## config.mk

```make
export PLATFORM = sky130hd
export DESIGN_NAME = wshb_arbiter_2m
export DESIGN_NICKNAME = d
export VERILOG_FILES = /design/src/rtl/wshb_arbiter_2m.sv
export SDC_FILE = /design/constraint.sdc
export NUM_CORES = 1
export LEC_CHECK = 0
export BUFFER_PORTS_ARGS = -buffer_cell sky130_fd_sc_hd__buf_2
export CAP_MARGIN = 20
export CORE_AREA = 2 2 129 131
export DETAILED_ROUTE_END_ITERATION = 6
export DIE_AREA = 0 0 131 133
export PLACE_DENSITY = 0.43
export SETUP_SLACK_MARGIN = 0.02
export SYNTH_ARGS = -nofsm -noshare
export SYNTH_HDL_FRONTEND = slang
export SYNTH_SLANG_ARGS = --single-unit
```

## constraint.sdc

```tcl
create_clock -name clk -period 5.25 [get_ports clk]
set_input_delay 1.05 -clock clk [delete_from_list [all_inputs] [get_ports clk]]
set_output_delay 1.05 -clock clk [all_outputs]
set_load 0.1 [all_outputs]
```

## src/rtl/wshb_arbiter_2m.sv

```systemverilog
// Two-master round-robin Wishbone arbiter in front of the SDRAM controller.
// Grants per cyc envelope; a watchdog terminates stalled strobes with err.
module wshb_arbiter_2m #(
    parameter int ADR_W   = 32,
    parameter int DAT_W   = 32,
    parameter int TIMEOUT = 1024
) (
    input  logic               clk,
    input  logic               rst_n,
    input  logic               m0_cyc,
    input  logic               m0_stb,
    input  logic               m0_we,
    input  logic [ADR_W-1:0]   m0_adr,
    input  logic [DAT_W-1:0]   m0_dat_ms,
    input  logic [DAT_W/8-1:0] m0_sel,
    input  logic [2:0]         m0_cti,
    input  logic [1:0]         m0_bte,
    output logic [DAT_W-1:0]   m0_dat_sm,
    output logic               m0_ack,
    output logic               m0_err,
    input  logic               m1_cyc,
    input  logic               m1_stb,
    input  logic               m1_we,
    input  logic [ADR_W-1:0]   m1_adr,
    input  logic [DAT_W-1:0]   m1_dat_ms,
    input  logic [DAT_W/8-1:0] m1_sel,
    input  logic [2:0]         m1_cti,
    input  logic [1:0]         m1_bte,
    output logic [DAT_W-1:0]   m1_dat_sm,
    output logic               m1_ack,
    output logic               m1_err,
    output logic               s_cyc,
    output logic               s_stb,
    output logic               s_we,
    output logic [ADR_W-1:0]   s_adr,
    output logic [DAT_W-1:0]   s_dat_ms,
    output logic [DAT_W/8-1:0] s_sel,
    output logic [2:0]         s_cti,
    output logic [1:0]         s_bte,
    input  logic [DAT_W-1:0]   s_dat_sm,
    input  logic               s_ack,
    output logic [1:0]         gnt
);

    localparam int CW = (TIMEOUT > 0) ? $clog2(TIMEOUT + 1) : 1;
    localparam logic [CW-1:0] WD_LIM = CW'((TIMEOUT > 0) ? TIMEOUT - 1 : 0);

    localparam logic [1:0] IDLE = 2'd0;
    localparam logic [1:0] GNT0 = 2'd1;
    localparam logic [1:0] GNT1 = 2'd2;

    logic [1:0]    r_state;
    logic [1:0]    w_next;
    logic          r_last_gnt;
    logic [CW-1:0] r_wd_cnt;
    logic          w_own_stb;
    logic          w_stall;
    logic          w_expire;

    assign w_own_stb = (r_state == GNT0) ? m0_stb :
                       (r_state == GNT1) ? m1_stb : 1'b0;
    assign w_stall   = w_own_stb & ~s_ack;
    // An ack in the expiry cycle suppresses the timeout since w_stall drops
    assign w_expire  = (TIMEOUT > 0) && w_stall && (r_wd_cnt == WD_LIM);

    always_comb begin
        w_next = r_state;
        unique case (r_state)
            IDLE: begin
                if (m0_cyc && m1_cyc)
                    w_next = r_last_gnt ? GNT0 : GNT1;
                else if (m0_cyc)
                    w_next = GNT0;
                else if (m1_cyc)
                    w_next = GNT1;
            end
            GNT0: if (!m0_cyc) w_next = m1_cyc ? GNT1 : IDLE;
            GNT1: if (!m1_cyc) w_next = m0_cyc ? GNT0 : IDLE;
            default: w_next = IDLE;
        endcase
    end

    always_ff @(posedge clk or negedge rst_n) begin
        if (!rst_n) begin
            r_state    <= IDLE;
            r_last_gnt <= 1'b1;
            r_wd_cnt   <= '0;
        end else begin
            r_state <= w_next;
            if (r_state != IDLE && w_next != r_state)
                r_last_gnt <= (r_state == GNT1);
            if (TIMEOUT == 0 || w_next != r_state || w_expire || !w_stall)
                r_wd_cnt <= '0;
            else
                r_wd_cnt <= r_wd_cnt + 1'b1;
        end
    end

    always_comb begin
        s_cyc     = 1'b0;
        s_stb     = 1'b0;
        s_we      = 1'b0;
        s_adr     = '0;
        s_dat_ms  = '0;
        s_sel     = '0;
        s_cti     = '0;
        s_bte     = '0;
        m0_ack    = 1'b0;
        m0_err    = 1'b0;
        m1_ack    = 1'b0;
        m1_err    = 1'b0;
        m0_dat_sm = '0;
        m1_dat_sm = '0;
        gnt       = 2'b00;
        unique case (r_state)
            GNT0: begin
                gnt       = 2'b01;
                s_cyc     = m0_cyc;
                s_stb     = m0_stb & ~w_expire;
                s_we      = m0_we;
                s_adr     = m0_adr;
                s_dat_ms  = m0_dat_ms;
                s_sel     = m0_sel;
                s_cti     = m0_cti;
                s_bte     = m0_bte;
                m0_ack    = s_ack & ~w_expire;
                m0_err    = w_expire;
                m0_dat_sm = s_dat_sm;
                m1_dat_sm = s_dat_sm;
            end
            GNT1: begin
                gnt       = 2'b10;
                s_cyc     = m1_cyc;
                s_stb     = m1_stb & ~w_expire;
                s_we      = m1_we;
                s_adr     = m1_adr;
                s_dat_ms  = m1_dat_ms;
                s_sel     = m1_sel;
                s_cti     = m1_cti;
                s_bte     = m1_bte;
                m1_ack    = s_ack & ~w_expire;
                m1_err    = w_expire;
                m0_dat_sm = s_dat_sm;
                m1_dat_sm = s_dat_sm;
            end
            default: ;
        endcase
    end

endmodule

```

==> impl_metrics.yaml <==
run_status:
  status: "complete, no violations"
placement:
  place_hpwl_um: 10100
  portBuffers: 332
  gp_congestion: 0.794
layout:
  drive_gt1_share_pct: 56.9
  nNetsFinal: 812
  final_cell_mix: "332 x buf_2, 75 x a22oi_1, 75 x nor2b_1, 37 x and2_1, 13 x dfrtp_1"
  final_common_cell: "buf_2"
  syn_to_final_growth_pct: 64.5
  antenna_cells: 0
logic_synthesis:
  synth.cell_area_sq_mm: 0.00256
  syn_area_per_cell_sq_um: 7.50
  syn_nets: 535
  synth_edf_count: 0
  synth-async-reset-ratio_pct: 100
  synth.yosys.seq_area_share_pct: 13.8
  postSynthCellCount: 341
  yosys_warnings: 0
  ys.flop_type: "dfrtp_1"
  synth_seq_cells: 14
  ys_types: 41
die:
  dieWidth_um: 131
  fp-row-count: 47
  fp.dieH_um: 133
  coreArea_sq_mm: 0.0162
  io_pins: 333
  dieArea_sq_mm: 0.0174
  initial_core_util_pct: 15.8
grt:
  track_usage_pct: 12.8
  overflow: 0
  grt_pass1_wl_um: 17700
  grt_max_degree: 83
  antenna_found_initial: 1
  grt_pass1_vias: 3418
clocking:
  clk_pin_slew_worst_paths_ns: 0.05
  postCtsSetupBuffers: 0
  cts_resized: 0
  clk_path_buf_depth: 2
  insertion_delay_ns: 0.24
  clock_sinks: 14
  cts_tree: "yes"
  numCtsBuffers: 3
  cts-root-buf: "clkbuf_16"
  hold_buffers: 0
  cts_max_level: 1
drt:
  vias_per_cell: 4.24
  vias: 3552
  firstDrtPassIters: 4
  antenna_left: 0
  drt_wl_total_um: 12400
  drt_iter0_drc: 121
  drcViolationCount: 0
  post_drt_wl_per_cell_um: 14.8
worst_setup_path:
  worstPathRequired_ns: 4.20
  worst_setup_path_end_kind: "output pin"
  cp.arrival_ns: 2.94
  critPathKind: "register to output pin"
  crit_fanout: 56
  startpoint_type: "register"
sta:
  maxSlewHeadroom_pct: 39.5
  finalSetupViolCount: 0
  setup_tns_ns: 0
  clock.fmax_mhz: 250
  final-hold-violation-count: 0
  tightest_slew_ns: 0.908
  clock_skew_ns: 0.00665
  grt_setup_unrepaired: "false"
  min_period_ns: 3.99
  period_share_pct: 76.1
  slew_violations: 0
job:
  drv_cap: 0
hold_path:
  min_path_type: "register to register"
==> worst max-delay path, stage by stage, from the launching register on <==
cell and delay (ns):
dfrtp_1 0.50, inv_1 0.14, ha_2 0.78, buf_4 0.50, nor2b_1 0.27, buf_2 0.47
==> cells in the mapped netlist, types with 5 or more instances <==
cell | number | share of area [%]
a22oi_1 | 75 | 22
nor2b_1 | 75 | 18
and2_1 | 37 | 9.1
buf_4 | 32 | 9.4
clkbuf_1 | 23 | 3.4
dfrtp_1 | 13 | 13
nand3_1 | 10 | 2.0
nor3_1 | 10 | 2.0
ha_1 | 7 | 3.4
xor2_1 | 5 | 1.7
==> path summary, 6_finish.rpt <==
check / start / to / slack (ns) / cells past startpoint
setup / recovery: r_state[1] / s_cti[2] / 1.26 / 5
hold / removal: r_wd_cnt[0] / r_wd_cnt[0] / 0.52 / 1
setup reg to reg: r_state[0] / r_wd_cnt[0] / 2.32 / 8
hold reg to reg: r_wd_cnt[0] / r_wd_cnt[0] / 0.52 / 1
max in group asynchronous: rst_n / r_last_gnt / 4.24 / 1
min in group asynchronous: rst_n / r_state[1] / 0.70 / 1
==> routing by layer <==
metal | wire length, um | vias up | global-route usage [%]
met5 | 0 | - | 0
met3 | 843 | 4 | 1.13
met4 | 42 | 0 | 1.54
met2 | 6400 | 208 | 24.3
met1 | 5090 | 1618 | 15.9
li1 | - | 1722 | -
==> kinds of logic (layout without fill, tap and decap cells) <==
family | count (synthesis) | in the layout | share of synthesized area (%)
flops | 14 | 14 | 13.8
fa+ha+maj | 7 | 7 | 3.43
mux | 2 | 2 | 0.832
buf+inv | 69 | 345 | 16.5
compound gates | 89 | 89 | 26.5
xor+xnor | 8 | 8 | 2.74
simple gates | 152 | 152 | 36.2
==> stage by stage <==
| stage | std cells | instance area [sq um] | hold slack, ns | setup slack, ns | util (%) |
|---|---|---|---|---|---|
| global placement | 833 | 4130 | 0.476 | 1.47 | 25.5 |
| global route | 837 | 4210 | 0.551 | 0.901 | 26.0 |
| finish | 837 | 4210 | 0.516 | 1.26 | 26.0 |
| detailed placement | 833 | 4130 | 0.495 | 1.33 | 25.5 |
| CTS | 837 | 4210 | 0.529 | 1.09 | 26.0 |
| floorplan | 341 | 2560 | 0.459 | 0.152 | - |
==> final cells by class <==
type / instances / area (sq um)
fillers: 1782 / 12000
multi-input cells: 258 / 1790
clock buffers: 4 / 78.8
repair buffers: 336 / 1690
inverters: 5 / 18.8
flip-flops and latches: 14 / 352
well taps: 220 / 275
==> state kept, by name, summed over array words and instances (netlist names) <==
name,cells
r_wd_cnt,11
r_last_gnt,1
r_state,2
Power is left out: the tool's default activity adds up to more than one toggle a clock period on the data nets, which glitch-free logic cannot reach.
